[src/rtl/sdram_arbit_pkg.sv]
// Shared definitions for the SDRAM command arbiter: command codes, FSM states,
// request indices and default bus widths.
package sdram_arbit_pkg;

   localparam int ADDR_W_DEF = 12;
   localparam int BANK_W_DEF = 2;
   localparam int CMD_W_DEF  = 4;

   // {cs_n, ras_n, cas_n, we_n}
   localparam logic [3:0] CMD_NOP  = 4'b0111;
   localparam logic [3:0] CMD_PRE  = 4'b0010;
   localparam logic [3:0] CMD_AREF = 4'b0001;
   localparam logic [3:0] CMD_ACT  = 4'b0011;
   localparam logic [3:0] CMD_WR   = 4'b0100;
   localparam logic [3:0] CMD_RD   = 4'b0101;

   typedef enum logic [2:0] {
      ST_INIT  = 3'd0,
      ST_ARBIT = 3'd1,
      ST_AREF  = 3'd2,
      ST_WRITE = 3'd3,
      ST_READ  = 3'd4
   } state_e;

   localparam int REQ_REF = 0;
   localparam int REQ_WR  = 1;
   localparam int REQ_RD  = 2;

endpackage

[src/rtl/sdram_arbit_prio.sv]
// Combinational request picker: refresh first, then write/read.
// SDRAM_ARBIT_RR_EN makes write/read alternate when both are pending.
module sdram_arbit_prio
   import sdram_arbit_pkg::*;
(
   input  logic [2:0] req_i,
`ifdef SDRAM_ARBIT_RR_EN
   input  logic       last_rd_i,
`endif
   output logic [2:0] grant_o
);

   always_comb begin
      grant_o = 3'b000;
      if (req_i[REQ_REF]) begin
         grant_o[REQ_REF] = 1'b1;
      end else if (req_i[REQ_WR] && req_i[REQ_RD]) begin
`ifdef SDRAM_ARBIT_RR_EN
         if (last_rd_i) grant_o[REQ_WR] = 1'b1;
         else           grant_o[REQ_RD] = 1'b1;
`else
         grant_o[REQ_WR] = 1'b1;
`endif
      end else if (req_i[REQ_WR]) begin
         grant_o[REQ_WR] = 1'b1;
      end else if (req_i[REQ_RD]) begin
         grant_o[REQ_RD] = 1'b1;
      end
   end

endmodule

[src/rtl/sdram_arbit.sv]
// SDRAM command arbiter: holds INIT, then grants one engine at a time and muxes
// its command onto the pins. Optional macro: SDRAM_ARBIT_RR_EN (write/read round-robin).
//
// state    | meaning
// ---------+---------------------------------------------------
// ST_INIT  | init engine owns the pins until flag_init_end
// ST_ARBIT | idle, NOP on pins, picks the next engine
// ST_AREF  | auto-refresh engine owns the pins
// ST_WRITE | write engine owns the pins
// ST_READ  | read engine owns the pins
module sdram_arbit
   import sdram_arbit_pkg::*;
#(
   parameter int ADDR_W = ADDR_W_DEF,
   parameter int BANK_W = BANK_W_DEF,
   parameter int CMD_W  = CMD_W_DEF
) (
   input  logic              sclk,
   input  logic              s_rst_n,
   input  logic              flag_init_end,
   input  logic [CMD_W-1:0]  init_cmd,
   input  logic [ADDR_W-1:0] init_addr,
   input  logic              ref_req,
   output logic              ref_en,
   input  logic              flag_ref_end,
   input  logic [CMD_W-1:0]  aref_cmd,
   input  logic [ADDR_W-1:0] aref_addr,
   input  logic              wr_req,
   output logic              wr_en,
   input  logic              flag_wr_end,
   input  logic [CMD_W-1:0]  wr_cmd,
   input  logic [BANK_W-1:0] wr_bank,
   input  logic [ADDR_W-1:0] wr_addr,
   input  logic              rd_req,
   output logic              rd_en,
   input  logic              flag_rd_end,
   input  logic [CMD_W-1:0]  rd_cmd,
   input  logic [BANK_W-1:0] rd_bank,
   input  logic [ADDR_W-1:0] rd_addr,
   output logic              sdram_cke,
   output logic              sdram_cs_n,
   output logic              sdram_ras_n,
   output logic              sdram_cas_n,
   output logic              sdram_we_n,
   output logic [BANK_W-1:0] sdram_bank,
   output logic [ADDR_W-1:0] sdram_addr
);

   state_e            state_q, state_d;
   logic              ref_en_q, ref_en_d;
   logic              wr_en_q, wr_en_d;
   logic              rd_en_q, rd_en_d;
   logic              cke_q;
   logic [2:0]        req;
   logic [2:0]        grant;
   logic [CMD_W-1:0]  cmd_mux;
   logic [BANK_W-1:0] bank_mux;
   logic [ADDR_W-1:0] addr_mux;
`ifdef SDRAM_ARBIT_RR_EN
   logic              last_rd_q, last_rd_d;
`endif

   assign req[REQ_REF] = ref_req;
   assign req[REQ_WR]  = wr_req;
   assign req[REQ_RD]  = rd_req;

   sdram_arbit_prio u_prio (
      .req_i     (req),
`ifdef SDRAM_ARBIT_RR_EN
      .last_rd_i (last_rd_q),
`endif
      .grant_o   (grant)
   );

   always_comb begin
      state_d  = state_q;
      ref_en_d = 1'b0;
      wr_en_d  = 1'b0;
      rd_en_d  = 1'b0;
`ifdef SDRAM_ARBIT_RR_EN
      last_rd_d = last_rd_q;
`endif
      case (state_q)
         ST_INIT: begin
            if (flag_init_end) state_d = ST_ARBIT;
         end
         ST_ARBIT: begin
            // Grant is registered so it coincides with the first cycle in the new state
            if (grant[REQ_REF]) begin
               state_d  = ST_AREF;
               ref_en_d = 1'b1;
            end else if (grant[REQ_WR]) begin
               state_d = ST_WRITE;
               wr_en_d = 1'b1;
`ifdef SDRAM_ARBIT_RR_EN
               last_rd_d = 1'b0;
`endif
            end else if (grant[REQ_RD]) begin
               state_d = ST_READ;
               rd_en_d = 1'b1;
`ifdef SDRAM_ARBIT_RR_EN
               last_rd_d = 1'b1;
`endif
            end
         end
         ST_AREF: begin
            if (flag_ref_end) state_d = ST_ARBIT;
         end
         ST_WRITE: begin
            if (flag_wr_end) state_d = ST_ARBIT;
         end
         ST_READ: begin
            if (flag_rd_end) state_d = ST_ARBIT;
         end
         default: state_d = ST_INIT;
      endcase
   end

   always_ff @(posedge sclk or negedge s_rst_n) begin
      if (!s_rst_n) begin
         state_q  <= ST_INIT;
         ref_en_q <= 1'b0;
         wr_en_q  <= 1'b0;
         rd_en_q  <= 1'b0;
         cke_q    <= 1'b0;
`ifdef SDRAM_ARBIT_RR_EN
         last_rd_q <= 1'b1;
`endif
      end else begin
         state_q  <= state_d;
         ref_en_q <= ref_en_d;
         wr_en_q  <= wr_en_d;
         rd_en_q  <= rd_en_d;
         cke_q    <= 1'b1;
`ifdef SDRAM_ARBIT_RR_EN
         last_rd_q <= last_rd_d;
`endif
      end
   end

   always_comb begin
      cmd_mux  = CMD_W'(CMD_NOP);
      bank_mux = '0;
      addr_mux = '0;
      case (state_q)
         ST_INIT: begin
            cmd_mux  = init_cmd;
            addr_mux = init_addr;
         end
         ST_AREF: begin
            cmd_mux  = aref_cmd;
            addr_mux = aref_addr;
         end
         ST_WRITE: begin
            cmd_mux  = wr_cmd;
            bank_mux = wr_bank;
            addr_mux = wr_addr;
         end
         ST_READ: begin
            cmd_mux  = rd_cmd;
            bank_mux = rd_bank;
            addr_mux = rd_addr;
         end
         default: ;
      endcase
   end

   assign ref_en      = ref_en_q;
   assign wr_en       = wr_en_q;
   assign rd_en       = rd_en_q;
   assign sdram_cke   = cke_q;
   assign sdram_cs_n  = cmd_mux[3];
   assign sdram_ras_n = cmd_mux[2];
   assign sdram_cas_n = cmd_mux[1];
   assign sdram_we_n  = cmd_mux[0];
   assign sdram_bank  = bank_mux;
   assign sdram_addr  = addr_mux;

endmodule

[config.mk]
export PLATFORM = sky130hd
export DESIGN_NAME = sdram_arbit
export DESIGN_NICKNAME = d
export VERILOG_FILES = /design/src/rtl/sdram_arbit_pkg.sv /design/src/rtl/sdram_arbit_prio.sv /design/src/rtl/sdram_arbit.sv
export SDC_FILE = /design/constraint.sdc
export NUM_CORES = 1
export LEC_CHECK = 0
export CAP_MARGIN = 10
export CORE_MARGIN = 10
export CORE_UTILIZATION = 27
export CTS_CLUSTER_DIAMETER = 60
export CTS_CLUSTER_SIZE = 25
export DETAILED_ROUTE_END_ITERATION = 10
export GPL_ROUTABILITY_DRIVEN = 0
export PLACE_DENSITY = 0.79
export SLEW_MARGIN = 10
export SYNTH_ARGS = -nofsm -noshare
export SYNTH_HDL_FRONTEND = slang
export SYNTH_SLANG_ARGS = --single-unit
[constraint.sdc]
create_clock -name sclk -period 2.2 [get_ports sclk]
set_clock_uncertainty 0.15 [all_clocks]
set_input_delay 0.44 -clock sclk [delete_from_list [all_inputs] [get_ports sclk]]
set_output_delay 0.44 -clock sclk [all_outputs]
set_load 0.02 [all_outputs]
## After elaboration in Yosys (flattened, before gate mapping)

Cells that the tools add are included.

- Equal/unequal tests: 9
- Muxes and demuxes: 27
- Reductions and logical operators: 3

Operators by type and width:

| operator | count |
|---|---|
| $pmux W12 S4 | 1 |
| $mux W3 | 7 |
| $pmux W4 S4 | 1 |
| $mux W1 | 15 |
| $pmux W3 S5 | 1 |
| $ne A2 B2 Y1 const B | 4 |
| $eq A3 B2 Y1 const B | 2 |
| $reduce_and A5 Y1 | 1 |
| $ne A4 B4 Y1 const B | 1 |
| $pmux W2 S2 | 1 |
| $eq A3 B1 Y1 const B | 1 |
| $eq A3 B3 Y1 const B | 1 |
| $logic_not A3 Y1 | 1 |
| $mux W2 | 1 |
| $logic_and A1 B1 Y1 | 1 |

- Flip-flop bits (word level): 7
- Input bits: 77
- Output and inout bits: 22
- Word-level logic and storage cells: 44

## Depth between registers and ports, before layout

Gate-level depths: netlist of run 1.

- Depth in word-level cells: 8
- Depth in mapped cells: 6
- Depth with buffers taken out: 3

## Modules after synthesis

From an unflattened synthesis of run 1, not the netlist that was laid out.

- Cells, all modules: 112
- Area, all modules: 912.1 sq um

Modules (own cells, without submodules):

| module | instances | cells an instance | area an instance (sq um) | seq. area each (sq um) |
|---|---|---|---|---|
| sdram_arbit | 1 | 109 | 885.8 | 175.2 |
| sdram_arbit_prio | 1 | 3 | 26.3 | 0.0 |

## Least setup slack after synthesis of run 1

OpenSTA, ideal clock, no wires.

- Kind: register to output
- From: register state_q[1]
- To: output port sdram_cas_n
- Arrival time: 1,415 ps
- Data required time: 1,610 ps
- Slack: 195 ps
- Cell stages (with the launch flop): 6
- Path buffers: 2
- Path through: dfrtp_1 buf_6 inv_4 nor2_4 buf_8 a221oi_1

- Cells in the longest elaborated chain, start to end: 2
- Elaborated cells between the ends (all ways): 5
- Classes of those cells: eq/ne (3); mux (1); reduce/logical (1)

Ends and longest elaborated chain:

| what | line | RTL |
|---|---|---|
| from (decl) | sdram_arbit.sv:49 | `state_e state_q, state_d;` |
| from (signal assigned) | sdram_arbit.sv:130 | `state_q <= state_d;` |
| $eq A3 B3 Y1 (tied with other cells) | sdram_arbit.sv:145 | `case (state_q)` |
| $pmux W4 S4 * | sdram_arbit.sv:145 |  |
| to (decl) | sdram_arbit.sv:43 | `output logic sdram_cas_n,` |

Every way passes the cells marked *; elsewhere a longest branch is shown, timed or not.

## Worst setup path in the final report of run 1

- From: register state_q[1]
- To: output port sdram_cs_n

- Cells in the longest elaborated chain, start to end: 2
- Elaborated cells between the ends (all ways): 5
- Classes of those cells: eq/ne (3); mux (1); reduce/logical (1)

Ends and longest elaborated chain:

| what | line | RTL |
|---|---|---|
| $eq A3 B3 Y1 (tied with other cells) | sdram_arbit.sv:145 |  |
| $pmux W4 S4 * | sdram_arbit.sv:145 |  |
| to (decl) | sdram_arbit.sv:41 | `output logic sdram_cs_n,` |

Marked as above.

==> metrics, run 1 <==
gr ovfl total=0; Seq cells post-synth=7; DRT Pass-1 Iters=4; Synth Flop Type=dfrtp_1; Final min period=2.16 ns; WHS=0.290 ns; Post-Route WL=4160 µm; Design Power=1.99 mW; Final period util=98.2%; Setup crit start kind=register; synth cell count leaders=mux2i_1 (15), nor2_1 (14), a221o_1 (12); Die Width=76.3 µm; Syn Nets=171; Crit path required time=1.61 ns; fin area=1980 µm²; share of layout cells above drive strength 1=23.4%; final setup vio count=0; row count=20; busiest grt layer=met2; count leader, synth=mux2i_1; Register Area=178 µm²; number of H-tree levels=1; post-route insts no fill=249; ant diodes=0; Root Driver=clkbuf_4; synth unique cells=31; area of the multi-input gates=567 µm²; RSZ-0062 raised after global routing=true; clock tree buffer depth=2; pre-CTS WS=-0.312 ns; peak supply drop=555 µV; delay-heaviest family, CP=buffers and inverters; Final Hold Fails=0; syn avg cell area=9.12 µm²; Sink Count=7; GRT met2 Usage=24.0%; post-synth top area share=20.4%; setup TNS=0 ns; hpwl dp=3560 µm; Synth Cell Area=857 µm²; # DRC=0; Max Cap Viol=0; antenna violations before repair=0; Seq/Total Area, Yosys=20.4%; Area Overhead vs Synth=131%; type of the most critical hold path=in -> async; vias per std cell=4.90; outcome=finished, final reports clean; DP Cell Count=242; TritonCTS clock tree=built; Post-Syn Instances=94; LEAKAGE=0.856 nW; R2R setup slack=0.61 ns; crit-path max cell delay=0.40 ns; fin. max-slew vios=0; core area=3050 µm²; CP endpoint kind=output port; area leader, netlist=dfrtp_1; # port buffers=98; worst path buffer plus inverter count=4; Core Util, Final=64.8%; Power Density=1010 nW/µm²; R2R depth=5; gr usage total=13.2%; per-cell routed wire length=16.7 µm; r2r endpoint=state_q[1]; Nets=283; initial DRC count=23; pin count of the biggest net entering global routing=12; setup slack after layout=0.0398 ns; Initial Utilization=28.1%; clk_lat worst skew=0.25 ns; YS warnings=0; Worst EP arrival=1.57 ns; DIE AREA=5830 µm²; # fillers=285; vias=1221; Setup Crit Path Kind=reg -> out; R2R Path Start=state_q[1]; Post-DP Area=1940 µm²; CTS clk-pin slew, worst paths=0.05 ns; ys async rst share=100%; first-pass GRT wire length=6430 µm; synth top area cells=dfrtp_1 (20%), mux2i_1 (18%), a221o_1 (14%), buf_6 (6.6%), nor2_1 (6.1%); DIE HEIGHT=76.3 µm; IO Pins=99; Post-synth EDFFs=0; CP max stage cell=dfrtp_1; Routed Antenna Nets=0; cells along the critical path=buf_12 -> inv_4 -> nor2_4 -> buf_4 -> a221o_2 -> buf_6; grt met1 use=13.7%; Num CTS Buffers=3; grt met3 use=4.25%; vias in the first global route=1363; hold_buf cts=0; Worst Path Max Fanout=7; achievable frequency=0.463 GHz
cell type report:
| type | count | share of cell area (%) |
|---|---|---|
| Clock buffer | 4 | 1.33 |
| Tap cell | 44 | 2.78 |
| Inverter | 7 | 1.46 |
| Multi-Input combinational cell | 72 | 28.7 |
| Timing Repair Buffer | 115 | 56.8 |
| Sequential cell | 7 | 8.99 |
metal layers:
metal | part of all wire [%] | vias to the layer above
met3 | 8.0 | 8
met1 | 42 | 562
met5 | 0 | -
met2 | 48 | 71
met4 | 2.1 | 0
li1 | - | 580
worst reg2reg max path, delay by kind of cell (launching register included):
| kind | cells | cell delay (ns) |
|---|---|---|
| DFF | 1 | 0.40 |
| buffers and inverters | 3 | 0.45 |
| AOI/OAI and AO/OA | 2 | 0.47 |
flip-flops by register name (all words and copies together), names as in the netlist:
signal / flops
state_q: 3
sdram_cke: 1
wr_en: 1
rd_en: 1
ref_en: 1
worst max-delay path by stage:
| stage | from | to | slack (ns) | depth (start not counted) |
|---|---|---|---|---|
| floorplan | state_q[1] | sdram_cas_n | 0.19 | 5 |
| CTS | state_q[1] | sdram_bank[0] | 0.01 | 5 |
| finish | state_q[1] | sdram_cs_n | 0.04 | 6 |
| detailed placement | init_cmd[1] | sdram_cas_n | -0.31 | 5 |
| global route | state_q[1] | sdram_addr[11] | -0.05 | 6 |
| global placement | init_cmd[1] | sdram_cas_n | -0.30 | 5 |
where the power goes:
| group | switching, mW | total (mW) | internal (mW) |
|---|---|---|---|
| Clock | 0.0434 | 0.112 | 0.0690 |
| Combinational | 0.785 | 1.68 | 0.892 |
| Sequential | 0.0355 | 0.198 | 0.162 |
| Total | 0.864 | 1.99 | 1.12 |
what timing repair did:
action,CTS,global route
gates cloned,0,1
pin swaps,0,0
buffers inserted,2,0
gates resized for setup,77,24
setup endpoints to repair,18,15
cells by family after synthesis:
kind of cell | Yosys count | synth area share (%)
flops | 7 | 20.4
compound gates | 27 | 27.2
mux | 15 | 17.5
buf+inv | 15 | 14.9
simple gates | 29 | 19.6
other cells | 1 | 0.438
layout by cell type (no fill, tap or decap), drive strengths merged, types with 4 or more instances in the layout:
master         instances
mux2i                 15
clkbuf                 4
a221o                 13
a21oi                  4
nor2                  15
clkdlybuf4s50         80
buf                   35
dfrtp                  7
inv                    7
Note: power is estimated with default switching activity, not from simulation.
==> run 2: changes to the inputs <==
RECOVER_POWER = 25   (was default)
clock period = 2.1 ns   (was 2.2 ns; I/O delays follow)
==> run 2 against run 1 <==
Effect of this change: the run now ends with setup timing left; routed wire length up 1.9%; core utilization up 3.4 points; register-to-register slack better by 0.02 ns.
==> metrics, run 2 (synthesis results as in run 1) <==
fin. max-slew vios=0 (unchanged); Setup Crit Path Kind=reg -> out; crit-path max cell delay=0.43 ns (+0.03 ns); Sink Count=7 (unchanged); Worst Path Max Fanout=5 (-2); gr ovfl total=0 (unchanged); first-pass GRT wire length=6530 µm (+1.5%); cells along the critical path=buf_12 -> buf_12 -> mux2i_1 -> nor2_1 -> a221o_1 -> buf_6; Worst EP arrival=1.57 ns (about the same); vias=1240 (+1.6%); Final min period=2.14 ns; Setup crit start kind=register; DP Cell Count=242 (unchanged); Routed Antenna Nets=0 (unchanged); Final Hold Fails=0 (unchanged); R2R setup slack=0.63 ns (+0.02 ns); # DRC=0 (unchanged); CTS clk-pin slew, worst paths=0.05 ns (about the same); Max Cap Viol=0 (unchanged); Crit path required time=1.53 ns (-0.08 ns); type of the most critical hold path=in -> async; most common cell after layout, fill and taps aside=clkdlybuf4s50_1; DIE HEIGHT=76.3 µm (unchanged); antenna violations before repair=0 (unchanged); vias per std cell=4.94 (+0.75%); CP max stage cell=dfrtp_2; R2R depth=4 (-1); gr usage total=13.5% (+0.26 points); most used cell along the critical path=buf_12; number of H-tree levels=1 (unchanged); row count=20 (unchanged); outcome=finished with violations; DIE AREA=5830 µm² (unchanged); Post-Route WL=4240 µm (+1.9%); peak supply drop=641 µV (+16%); worst path buffer plus inverter count=3 (-1); LEAKAGE=0.888 nW (+3.8%); initial DRC count=18 (-22%); Largest register FFs=3 (unchanged); most frequent cells in the layout=clkdlybuf4s50_1 (79), buf_6 (20), mux2i_1 (15), nor2_1 (13), buf_4 (13); pin count of the biggest net entering global routing=11 (-1); Root Driver=clkbuf_4; achievable frequency=0.466 GHz; Initial Utilization=28.1% (unchanged); Design Power=2.29 mW (+15%); # port buffers=98 (unchanged); post-route insts no fill=251 (+0.80%); core area=3050 µm² (unchanged); r2r endpoint=state_q[1]; Power Density=1100 nW/µm² (+9.5%); delay-heaviest family, CP=flip-flops; clk_lat worst skew=0.25 ns (about the same); R2R Path Start=state_q[1]; DRT Pass-1 Iters=4 (unchanged); IO Pins=99 (unchanged); Area Overhead vs Synth=143%; TritonCTS clock tree=built; per-cell routed wire length=16.9 µm (+1.1%); Num CTS Buffers=3 (unchanged); RSZ-0062 raised after global routing=true; Final period util=102%; hpwl dp=3550 µm (-0.29%); ant diodes=0 (unchanged); share of layout cells above drive strength 1=26.1% (+2.7 points); final setup vio count=12 (+12); Die Width=76.3 µm (unchanged); Nets=285 (+0.71%); failing checks=setup timing; vias in the first global route=1388 (+1.8%); setup slack after layout=-0.0441 ns (-0.0839 ns); clock tree buffer depth=2 (unchanged); Top reg by flops=state_q; CP endpoint kind=output port
## run 2: cell types whose count changed in the layout (fill, tap and decap cells not counted), moves of 2 or more
cell	previous run	this run
buf_4	9	13
buf_2	11	0
a221oi_1	2	0
a221oi_2	0	2
buf_6	11	20
## run 2: routing by layer
metal	GRT usage, %	share of wire, %	up-vias
met2	23.9	48	79
met1	13.8	39	568
met5	0	0	-
met4	5.76	2.7	0
li1	-	-	581
met3	5.07	9.9	12
## run 2: area by class of cell
class                   count  area [µm²]
clock buffers               4        26.3
fillers                   277         971
inverters                   7        28.8
multi-input cells          72         589
flip-flops and latches      7         179
well taps                  44        55.1
repair buffers            117        1200
## run 2: how the worst max path moves through the flow
stage / from / to / slack (ns) / cells after the start
finish: state_q[1] / sdram_addr[3] / -0.04 / 6
global route: state_q[1] / sdram_addr[2] / -0.12 / 6
CTS: state_q[1] / sdram_addr[11] / -0.05 / 6
detailed placement: init_cmd[1] / sdram_cas_n / -0.40 / 5
global placement: init_cmd[1] / sdram_cas_n / -0.36 / 5
floorplan: state_q[1] / sdram_cas_n / 0.11 / 5
## run 2: worst reg2reg max path, cell delays in order (launching register included)
cell      delay [ns]
dfrtp_2         0.43
buf_6           0.15
buf_4           0.16
o311ai_0        0.34
a21oi_1         0.12
## run 2: power by group
group | internal [mW] | switching (mW)
logic | 1.09 | 0.871
clock network | 0.0724 | 0.0477
registers | 0.172 | 0.0440
## run 2: metrics by stage
step / instance area [µm²] / utilization, % / setup slack (ns) / TNS [ns] / hold slack, ns
floorplan: 857 / - / 0.115 / 0 / -0.0256
global placement: 1940 / 63.4 / -0.365 / -5.03 / 0.374
detailed placement: 1940 / 63.4 / -0.401 / -5.29 / 0.390
CTS: 2070 / 67.9 / -0.0522 / -0.458 / 0.271
global route: 2080 / 68.2 / -0.123 / -1.18 / 0.342
finish: 2080 / 68.2 / -0.0441 / -0.251 / 0.338
## run 2: timing repair
action	CTS	global route
buffers inserted	5	0
gates resized for setup	114	10
endpoints found under the setup margin	18	18
pin swaps	11	6
cloned	1	0
endpoints found under the hold margin	0	0
hold buffers	0	0
